**config.mk**
```make
export PLATFORM = sky130hd
export DESIGN_NAME = bin_to_bcd_seq
export DESIGN_NICKNAME = d
export VERILOG_FILES = /design/src/rtl/bin_to_bcd_seq.sv
export SDC_FILE = /design/constraint.sdc
export NUM_CORES = 1
export LEC_CHECK = 0
export ABC_AREA = 1
export BUFFER_PORTS_ARGS = -buffer_cell sky130_fd_sc_hd__buf_2
export CORE_MARGIN = 5
export CORE_UTILIZATION = 57
export CTS_CLUSTER_DIAMETER = 30
export DETAILED_ROUTE_END_ITERATION = 10
export GPL_ROUTABILITY_DRIVEN = 0
export HOLD_SLACK_MARGIN = 0.05
export PLACE_DENSITY = 0.87
export SLEW_MARGIN = 20
export SYNTH_ARGS = -nofsm -noshare
export SYNTH_HDL_FRONTEND = slang
export SYNTH_SLANG_ARGS = --single-unit
```
**constraint.sdc**
```tcl
create_clock -name clk -period 1.8 [get_ports clk]
set_clock_uncertainty 0.1 [all_clocks]
set_input_delay 0.18 -clock clk [delete_from_list [all_inputs] [get_ports clk]]
set_output_delay 0.18 -clock clk [all_outputs]
set_load 0.01 [all_outputs]
```
**src/rtl/bin_to_bcd_seq.sv**
```systemverilog
// ---------------------------------------------------------------------------
// bin_to_bcd_seq
// Sequential binary-to-BCD converter (shift-and-add-3 / double dabble), one
// input bit per clock. Drives the packed-nibble X input of the 4-digit
// 7-segment displayer: digit 3 in [15:12], digit 0 in [3:0]. The published
// result is held stable between conversions so the multiplexed display never
// shows a partially converted value.
//
// Ports:
//   clk    rising-edge system clock
//   rst_n  asynchronous active-low reset
//   start  conversion request, sampled only while idle
//   bin    binary value, captured on the edge that accepts start
//   bcd    packed BCD result (DIGITS*4 bits), updated only on completion
//   busy   high while a conversion is in progress
//   done   one-cycle pulse when bcd has just been updated
//   ovf    last accepted bin exceeded MAX_VAL (result clamped), held until
//          the next completion
// ---------------------------------------------------------------------------
module bin_to_bcd_seq #(
  parameter int BIN_W   = 14,
  parameter int DIGITS  = 4,
  parameter int MAX_VAL = 9999
) (
  input  logic                  clk,
  input  logic                  rst_n,
  input  logic                  start,
  input  logic [BIN_W-1:0]      bin,
  output logic [DIGITS*4-1:0]   bcd,
  output logic                  busy,
  output logic                  done,
  output logic                  ovf
);

  localparam int BCD_W = DIGITS * 4;
  localparam int CNT_W = $clog2(BIN_W + 1);
  localparam logic [BIN_W-1:0] MAX_BIN   = BIN_W'(MAX_VAL);
  localparam logic [CNT_W-1:0] CNT_START = CNT_W'(BIN_W);

  typedef enum logic [1:0] {
    IDLE,
    CONV,
    DONE
  } state_t;

  state_t             state;
  logic [BCD_W-1:0]   bcd_acc;
  logic [BIN_W-1:0]   bin_acc;
  logic [CNT_W-1:0]   cnt;
  logic               ovf_pend;

  logic [BCD_W-1:0]   bcd_adj;
  logic               ovf_next;
  logic [BIN_W-1:0]   bin_load;

  // Add-3 correction: every digit that is 5 or more gets +3 before the shift,
  // all digits judged on their pre-shift values. A digit of at most 9 never
  // exceeds 12 after the add, so no carry crosses into the next nibble.
  always_comb begin
    bcd_adj = bcd_acc;
    for (int d = 0; d < DIGITS; d++) begin
      if (bcd_acc[d*4 +: 4] >= 4'd5) begin
        bcd_adj[d*4 +: 4] = bcd_acc[d*4 +: 4] + 4'd3;
      end
    end
  end

  // Saturation: values above MAX_VAL are converted as MAX_VAL and flagged.
  always_comb begin
    ovf_next = (bin > MAX_BIN);
    bin_load = ovf_next ? MAX_BIN : bin;
  end

  // Control FSM and datapath. bcd and ovf are only written in DONE (or by
  // reset), so the scratch register's intermediate values never leak out.
  always_ff @(posedge clk or negedge rst_n) begin
    if (!rst_n) begin
      state    <= IDLE;
      bcd_acc  <= '0;
      bin_acc  <= '0;
      cnt      <= '0;
      ovf_pend <= 1'b0;
      bcd      <= '0;
      busy     <= 1'b0;
      done     <= 1'b0;
      ovf      <= 1'b0;
    end else begin
      case (state)
        IDLE: begin
          done <= 1'b0;
          if (start) begin
            bcd_acc  <= '0;
            bin_acc  <= bin_load;
            ovf_pend <= ovf_next;
            cnt      <= CNT_START;
            busy     <= 1'b1;
            state    <= CONV;
          end
        end

        CONV: begin
          {bcd_acc, bin_acc} <= {bcd_adj, bin_acc} << 1;
          cnt <= cnt - 1'b1;
          if (cnt == CNT_W'(1)) begin
            state <= DONE;
          end
        end

        DONE: begin
          bcd   <= bcd_acc;
          ovf   <= ovf_pend;
          done  <= 1'b1;
          busy  <= 1'b0;
          state <= IDLE;
        end

        default: begin
          state <= IDLE;
          busy  <= 1'b0;
          done  <= 1'b0;
        end
      endcase
    end
  end

endmodule

```
# --- After elaboration in Yosys (flattened, before gate mapping) ---
# Cells that the tools add are included.
word_totals:
  regBits: 56
  in_bits: 17
  out_inout_bits: 19
  word_cells: 48
classes:
  n_addsub: 5
  order_cmp: 5
  n_eq_ne: 5
  muxes: 17
  bitwise: 1
  n_reduce_logical: 6
ops:
  columns: ["cell", "count"]
  rows:
  - ["16-bit case mux with 2 select lines", 1]
  - ["14-bit 2-to-1 mux", 2]
  - ["14-bit case mux with 2 select lines", 1]
  - ["4-bit by 3-bit >= comparator with 1-bit output (second input constant)", 4]
  - ["16-bit 2-to-1 mux", 1]
  - ["4-bit 2-to-1 mux", 4]
  - ["14-bit > comparator (second input constant)", 1]
  - ["4-bit by 2-bit adder with 4-bit output (second input constant)", 3]
  - ["4-bit case mux with 2 select lines", 1]
  - ["2-bit AND reduction", 4]
  - ["4-bit by 1-bit == test with 1-bit output (second input constant)", 1]
  - ["2-bit 2-to-1 mux", 2]
  - ["2-bit != test (second input constant)", 2]
  - ["1-bit case mux with 2 select lines", 2]
  - ["2-bit case mux with 2 select lines", 1]
  - ["4-bit by 1-bit subtractor with 4-bit output (second input constant)", 1]
  - ["3-bit by 2-bit adder with 3-bit output (second input constant)", 1]
  - ["3-bit 2-to-1 mux", 1]
  - ["2-bit by 1-bit == test with 1-bit output (second input constant)", 1]
  - ["2-bit == test (second input constant)", 1]
  - ["2-bit zero test", 1]
  - ["2-bit nonzero test", 1]
  - ["1-bit 2-to-1 mux", 1]
  - ["1-bit NOT", 1]

# --- Longest topological paths before layout ---
# Gate-level depths: netlist (run 1).
logic_depth:
  depth_word: 4
  depth_mapped: 9
  ltp_nobuf: 8

# --- Worst setup path before layout (run 1) ---
# OpenSTA, ideal clock, no wires.
synth_path:
  path_kind: "register to register"
  start: "register bcd_acc[8]"
  end: "register bcd_acc[10]"
  setup_time_ps: 121
  arrival_time_ps: 1058
  required_time_ps: 1579
  path_slack_ps: 522
  stages_incl_launch_ff: 9
  n_path_buf: 0
  synth_period_minus_slack_ps: 1278
  path_cell_list: "dfrtp_1 > inv_1 > ha_1 > inv_1 > nand2_1 > nand3_1 > a21oi_1 > o21ai_1 > nand2_1"
synth_via:
  elab_chain_cells: 3
  word_cells_on_any_way: 4
  classes_between: "add/sub (1); order compare (1); mux (2)"
synth_lines:
  columns: ["item", "line", "rtl"]
  rows:
  - ["start, declared", "47", "logic [BCD_W-1:0] bcd_acc;"]
  - ["start signal, assigned", "102", "{bcd_acc, bin_acc} <= {bcd_adj, bin_acc} << 1;"]
  - ["4-bit by 2-bit adder with 4-bit output or 4-bit by 3-bit >= comparator with 1-bit output (tied branches)", "63, 62", null]
  - ["4-bit 2-to-1 mux (*)", "62", "if (bcd_acc[d*4 +: 4] >= 4'd5) begin"]
  - ["16-bit case mux with 2 select lines (*)", "88", "case (state)"]
# Mark *: on every way between the ends. The rest lies on a longest branch, timed or not.
# A chain may end at the register's enable or synchronous reset.

# --- Worst setup path after layout (run 1) ---
layout_path:
  start: "register state[0]"
  end: "register bin_acc[2]"
layout_via:
  elab_chain_cells: 3
  word_cells_on_any_way: 6
  classes_between: "eq/ne (2); mux (1); reduce/logical (3)"
layout_lines:
  columns: ["item", "line", "rtl"]
  rows:
  - ["start, declared", "46", "state_t state;"]
  - ["start signal, assigned", "78", "state <= IDLE;"]
  - ["start signal, assigned", "97", "state <= CONV;"]
  - ["start signal, assigned", "105", "state <= DONE;"]
  - ["2-bit by 1-bit == test with 1-bit output or 2-bit zero test (tied branches)", "88", null]
  - ["2-bit nonzero test (no line) or 2-bit != test (tied branches)", null, null]
  - ["2-bit AND reduction (no line)", null, null]
  - ["end signal, assigned", "93", "bin_acc <= bin_load;"]
  - ["end signal, assigned", "102", null]
  - ["end, declared", "48", "logic [BIN_W-1:0] bin_acc;"]
# Several ways; a longest one is shown, not always the timed one.

==> impl_metrics.py, run 1 <==
metrics = {
    "power_and_ir_drop": {
        "p_int_uw": 3068,
        "p_per_area_mw_per_mm2": 1713,
        "clkPwrFrac": 0.139,
        "p_sw_uw": 2168,
        "peakVddDrop_mv": 0.7393,
        "pwr-share-comb": 0.445,
        "p_seq_frac": 0.416,
        "switching_share": 0.4141,
        "power.leakage_uw": 0.001614,
        "p_total_uw": 5236,
    },
    "cts": {
        "cts_setup_buffers": 0,
        "cts_resized": 0,
        "h-tree-depth": 2,
        "cts-root-buf": "clkbuf_8",
        "cts.sinks": 56,
        "cts_buffers": 5,
        "cts_tree": "built",
        "cts-hold-fix-buffers": 5,
        "insertion_delay_ps": 310,
        "clkTransAtPathRegs_ps": 90,
        "max-clock-path-buffers": 2,
    },
    "worst_setup_path": {
        "crit_slowest_cell": "dfrtp_1",
        "critPathMaxStageDelay_ps": 420,
        "cp_cell_sequence": "inv_2, nor2_4, inv_2, nor2_1, nor2_1, nand2_1, nand2_1",
        "critPathRequiredTime_ps": 1910,
        "crit_path_end_kind": "flop",
        "critPathArrivalTime_ps": 1590,
        "crit_type": "flop to flop",
        "start_kind": "flop",
        "crit_fanout": 16,
        "r2r_setup_slack_ps": 320,
    },
    "yosys": {
        "syn_nets": 349,
        "ys_types": 21,
        "netlist_area_mm2": 0.002680,
        "synthTopCellsByArea": "dfrtp_1, nand2_1, o21ai_0, ha_1, inv_1",
        "yosysTopAreaCell": "dfrtp_1",
        "seq_area_frac_synth": 0.5229,
        "syn-mean-instance-area_um2": 8.323,
        "synth.yosys.warnings": 0,
        "syn_inst": 322,
        "synth_top_area_frac": 0.5229,
        "yosys_register_bits": 56,
    },
    "timing": {
        "rsz0062_at_grt": "no",
        "fin_crit_sh": 0.8212,
        "worst_pin_slew_ps": 381.4,
        "min_period_ps": 1478,
        "setup-violations-final": 0,
        "slew_headroom": 0.7451,
        "hold_viol_final": 0,
        "fmax_ghz": 0.6765,
        "slew_viol_final": 0,
        "fin_setup_tns_ps": 0,
    },
    "floorplanning": {
        "die_x_um": 78.57,
        "die_height_um": 78.57,
        "boundaryPins": 36,
        "core-area_mm2": 0.004629,
        "rows": 25,
        "start_util": 0.5789,
        "die_area_mm2": 0.006173,
    },
    "drt": {
        "drtIter0Drc": 113,
        "vias": 2164,
        "ant_nets": 0,
        "via_per_inst": 5.202,
        "routed_wl_um": 5164,
        "dr.pass1.iters": 4,
        "drc": 0,
        "routedWlPerCell_um": 12.41,
    },
    "final_layout": {
        "fill_cells": 390,
        "final-seq-area_mm2": 0.001401,
        "area_delta_synth_final_pct": 14.05,
        "layout-drive-gt1-share": 0.1436,
        "diodes": 0,
        "multi_input_area_mm2": 0.001091,
        "nets": 389,
    },
    "grt": {
        "grt_max_degree": 57,
        "gr-total-overflow": 0,
        "grt_pass1_vias": 2110,
        "grtUsageTotal": 0.1857,
        "antenna_found_initial": 0,
        "grt_pass1_wl_um": 9170,
    },
    "placed_design": {
        "io_buffers": 35,
        "hpwl_um": 3590,
    },
    "min_path": {
        "hold_path_class": "primary input to flop",
    },
    "flow_run": {
        "drv_cap": 0,
    },
    "outcome": {
        "outcome": "finished, final reports clean",
    },
}
-- layout by cell type, fill, tap and decap left out, drive strengths merged, types with 6 or more instances in the layout --
master / netlist / final
nor2: 30 / 30
o22ai: 6 / 6
buf: 10 / 39
ha: 10 / 10
inv: 32 / 32
clkbuf: 1 / 7
nand3: 18 / 18
o21ai: 37 / 37
dfrtp: 56 / 56
nand2: 103 / 103
-- stage by stage --
stage	area (um2)	setup slack [ps]	std cells	hold slack [ps]	util
floorplan	2680	521.7	322	-215.6	-
global placement	2910	382.6	404	99.53	0.6286
detailed placement	2910	311.5	404	101.6	0.6286
CTS	3057	312.1	416	50.89	0.6603
global route	3057	134.2	416	66.82	0.6603
finish	3057	321.8	416	55.12	0.6603
-- layout make-up --
type	count	area share
sequential	56	0.4585
timing repair buffer	44	0.09169
inverter	32	0.03930
tap	54	0.02210
multi-input combinational	223	0.3569
clock buffer	7	0.03152
-- cells by family after synthesis --
logic type | Yosys count | share of synthesized area
compound gates | 53 | 0.1106
xor+xnor | 3 | 0.009806
fa+ha+maj | 10 | 0.04669
buf+inv | 43 | 0.07002
flops | 56 | 0.5229
mux | 1 | 0.004201
simple gates | 156 | 0.2358
-- routing by layer --
metal	up-vias	global-route usage	part of all wire
met4	0	0.06294	0.015
met1	1004	0.2340	0.46
li1	1105	-	-
met5	-	0	0
met3	7	0.03670	0.053
met2	48	0.3183	0.48
-- power groups by stage --
stage	logic (uW)	clock network (uW)	registers, uW
2_1_floorplan	1710	0	2190
3_3_place_gp	2230	0	2170
3_5_place_dp	2330	0	2200
4_1_cts	2350	742	2180
5_1_grt	2730	787	2260
6_report	2330	726	2180
-- critical path, delay by kind of cell, from the launching register on --
kind	cells	cell delay, ps
flip-flops	1	420
AND/OR/NAND/NOR	5	570
buffers and inverters	2	290
-- flip-flops by register name (all words and copies together) (netlist names) --
name	count
ovf_pend	1
done	1
state	2
ovf	1
bcd_acc	16
cnt	4
bin_acc	14
busy	1
bcd	16
-- cell usage after synthesis --
cell type,number
nand2_1,103
dfrtp_1,56
inv_1,29
nor2_1,29
o21ai_0,29
nand3_1,18
ha_1,10
buf_2,8
o21ai_1,7
o22ai_1,6
a21oi_1,5
a22oi_1,5
nand3b_1,4
inv_2,3
xor2_1,3
buf_6,2
clkbuf_2,1
mux2_2,1
nor2_4,1
nor3_1,1
o21ai_4,1
-- final timing paths --
| path | from | depth (start not counted) | endpoint |
|---|---|---|---|
| hold reg to reg | done | 2 | done |
| max in group asynchronous | rst_n | 3 | busy |
| setup / recovery | state[0] | 7 | bin_acc[2] |
| min in group asynchronous | rst_n | 3 | bcd[13] |
| setup reg to reg | state[0] | 7 | bin_acc[2] |
| hold / removal | bin[3] | 5 | bin_acc[3] |
Power figures use the tool's default switching activity.
==> run 2, diff against run 1 <==
--- a/config.mk
+++ b/config.mk
@@ -5,15 +5,15 @@
 export SDC_FILE = /design/constraint.sdc
 export NUM_CORES = 1
 export LEC_CHECK = 0
-export ABC_AREA = 1
+export ABC_AREA = 0
 export BUFFER_PORTS_ARGS = -buffer_cell sky130_fd_sc_hd__buf_2
 export CORE_MARGIN = 5
-export CORE_UTILIZATION = 57
+export CORE_UTILIZATION = 51
 export CTS_CLUSTER_DIAMETER = 30
 export DETAILED_ROUTE_END_ITERATION = 10
 export GPL_ROUTABILITY_DRIVEN = 0
 export HOLD_SLACK_MARGIN = 0.05
-export PLACE_DENSITY = 0.87
+export PLACE_DENSITY = 0.83
 export SLEW_MARGIN = 20
 export SYNTH_ARGS = -nofsm -noshare
 export SYNTH_HDL_FRONTEND = slang
==> constraint.sdc (replaced) <==
create_clock -name clk -period 1.3 [get_ports clk]
set_clock_uncertainty 0.1 [all_clocks]
set_input_delay 0.13 -clock clk [delete_from_list [all_inputs] [get_ports clk]]
set_output_delay 0.13 -clock clk [all_outputs]
set_load 0.01 [all_outputs]
==> run 2 against run 1 <==
Net effect:
- the run now ends with negative setup slack left
- utilization is 12 points higher
- hold slack better by 37 ps
- final area is 30% higher
- critical path type unchanged
- largest cell class is now multi-input combinational cells
- largest power group unchanged
- highest routed layer unchanged
==> impl_metrics.py, run 2 <==
metrics = {
    "grt": {
        "grt_pass1_vias": 2418,
        "grtUsageTotal": 0.2209,
        "antenna_found_initial": 0,
        "grt_max_degree": 57,
        "grt_pass1_wl_um": 11310,
        "gr-total-overflow": 0,
    },
    "timing": {
        "rsz0062_at_grt": "yes",
        "fin_crit_sh": 1.207,
        "slew_viol_final": 0,
        "fmax_ghz": 0.6371,
        "setup-violations-final": 49,
        "worst_pin_slew_ps": 370.1,
        "setup_ws_ps": -269.7,
        "fin_setup_tns_ps": -8327,
        "hold_viol_final": 0,
        "min_period_ps": 1570,
        "slew_headroom": 0.7501,
    },
    "drt": {
        "drc": 0,
        "ant_nets": 0,
        "via_per_inst": 5.558,
        "routed_wl_um": 7166,
        "vias": 2312,
        "routedWlPerCell_um": 17.23,
        "drtIter0Drc": 196,
        "dr.pass1.iters": 4,
    },
    "worst_setup_path": {
        "crit_path_end_kind": "flop",
        "crit_type": "flop to flop",
        "critPathArrivalTime_ps": 1680,
        "critPathMaxStageDelay_ps": 480,
        "ff2ff_path_depth": 4,
        "r2r_setup_slack_ps": -270,
        "crit_slowest_cell": "or3b_4",
        "start_kind": "flop",
        "crit_fanout": 6,
        "cp_cell_sequence": "or3b_4, nand2_4, o31ai_2, a32o_1",
        "critPathRequiredTime_ps": 1410,
    },
    "floorplanning": {
        "die_area_mm2": 0.006766,
        "start_util": 0.5247,
        "die_height_um": 82.26,
        "rows": 26,
        "boundaryPins": 36,
        "core-area_mm2": 0.005075,
        "die_x_um": 82.26,
    },
    "min_path": {
        "min_path_cells": 4,
        "hold_path_class": "primary input to flop",
    },
    "yosys": {
        "seq_area_frac_synth": 0.5263,
        "netlist_area_mm2": 0.002663,
        "syn_inst": 242,
        "synth_top_area_frac": 0.5263,
        "synth.yosys.warnings": 0,
        "synthArstFlopShare": 1.000,
        "ys_types": 39,
        "yosys-top-cells-count": "dfrtp_1, o21ai_0, nand2_1",
        "synthTopCellsByArea": "dfrtp_1, mux2_2, ha_1, o21ai_0, nand2_1",
        "synth-main-ff-cell": "dfrtp_1",
        "synth_edf_count": 0,
        "yosysMostFrequentCell": "dfrtp_1",
        "yosysTopAreaCell": "dfrtp_1",
        "yosys_register_bits": 56,
        "syn_nets": 269,
        "syn-mean-instance-area_um2": 11.00,
    },
    "cts": {
        "h-tree-depth": 2,
        "cts_tree": "built",
        "cts-root-buf": "clkbuf_8",
        "cts_buffers": 5,
        "clkTransAtPathRegs_ps": 110,
        "cts.sinks": 56,
        "insertion_delay_ps": 320,
        "max-clock-path-buffers": 2,
    },
    "final_layout": {
        "final_area_mm2": 0.003971,
        "top_regs": "bcd x16, bcd_acc x16, bin_acc x14",
        "final_cell_mix": "dfrtp_1, buf_4, buf_2",
        "fill_cells": 302,
        "fin_util": 0.7825,
        "final_common_cell": "dfrtp_1",
        "final-seq-area_mm2": 0.001408,
        "nets": 372,
        "multi_input_area_mm2": 0.001504,
        "area_delta_synth_final_pct": 49.15,
        "layout-drive-gt1-share": 0.5405,
        "diodes": 0,
    },
    "outcome": {
        "outcome": "complete, but fails checks",
        "violations": "negative setup slack",
    },
    "power_and_ir_drop": {
        "p_total_uw": 9444,
        "p_seq_frac": 0.333,
        "clkPwrFrac": 0.109,
        "p_int_uw": 5742,
        "pwr-share-comb": 0.558,
        "switching_share": 0.3920,
        "peakVddDrop_mv": 1.172,
        "p_per_area_mw_per_mm2": 2378,
        "power.leakage_uw": 0.001924,
        "p_sw_uw": 3702,
    },
    "placed_design": {
        "hpwl_um": 4089,
        "io_buffers": 35,
        "placed_area_mm2": 0.003317,
        "dp_slack_ps": -319.8,
    },
    "flow_run": {
        "drv_cap": 0,
    },
}
-- run 2: what timing repair did --
item                                    in CTS  in global routing
gates resized for setup                     45                 35
cloned                                       3                  0
endpoints found under the setup margin      54                 55
pin swaps                                   13                 16
setup buffers                                8                 10
hold endpoints to repair                    62                  0
hold buffers                                 7                  0
-- run 2: layout make-up --
type                            count  area share
Tap cell                           70     0.02205
Inverter                           14     0.01323
Clock buffer                        5     0.01733
Sequential cell                    56      0.3544
Timing Repair Buffer              107      0.2073
Multi-Input combinational cell    161      0.3787
Clock inverter                      3    0.006931
-- run 2: critical path, delay by kind of cell (launching register included) --
| kind | cells | cell delay, ps |
|---|---|---|
| compound gates | 2 | 290 |
| flops | 1 | 460 |
| simple gates | 2 | 620 |
-- run 2: metrics by stage --
| step | hold WS (ps) | cells |
|---|---|---|
| after floorplan | -265.6 | 242 |
| after detailed placement | 55.19 | 381 |
| after CTS | 74.89 | 406 |
| after global placement | 46.94 | 381 |
| final | 92.54 | 416 |
| after global routing | 118.1 | 416 |
-- run 2: final timing paths --
path / to / start
hold reg to reg: bcd[8] / bcd[8]
setup reg to reg: bcd_acc[15] / state[0]
min in group asynchronous: bcd[4] / rst_n
setup / recovery: bcd_acc[15] / state[0]
max in group asynchronous: bcd_acc[0] / rst_n
hold / removal: bin_acc[8] / bin[8]
-- run 2: power by group through the flow --
stage	Clock, uW	Combinational, uW	Sequential, uW
after floorplan	0	2340	3070
after global placement	0	3680	2990
after detailed placement	0	3850	3030
after CTS	1040	4600	3060
after global routing	1110	5720	3230
final	1030	5270	3140
-- run 2: cells by family after synthesis --
family                   after synthesis  share of synthesized area
multiplexers                          13                    0.05498
AND/OR/NAND/NOR                       59                     0.1194
XOR/XNOR                               7                    0.02303
flip-flops                            56                     0.5263
adder cells (fa/ha/maj)               10                    0.04699
buffers and inverters                 27                    0.04699
AO/OA/AOI/OAI                         70                     0.1823
-- run 2: routing by layer --
metal | vias to the layer above | part of all wire | GRT usage | wire length (um)
li1 | 1081 | - | - | -
met1 | 1155 | 0.40 | 0.2539 | 2875
met2 | 60 | 0.54 | 0.3982 | 3900
met3 | 16 | 0.033 | 0.04555 | 235
met4 | 0 | 0.022 | 0.08804 | 155
met5 | - | 0 | 0 | 0
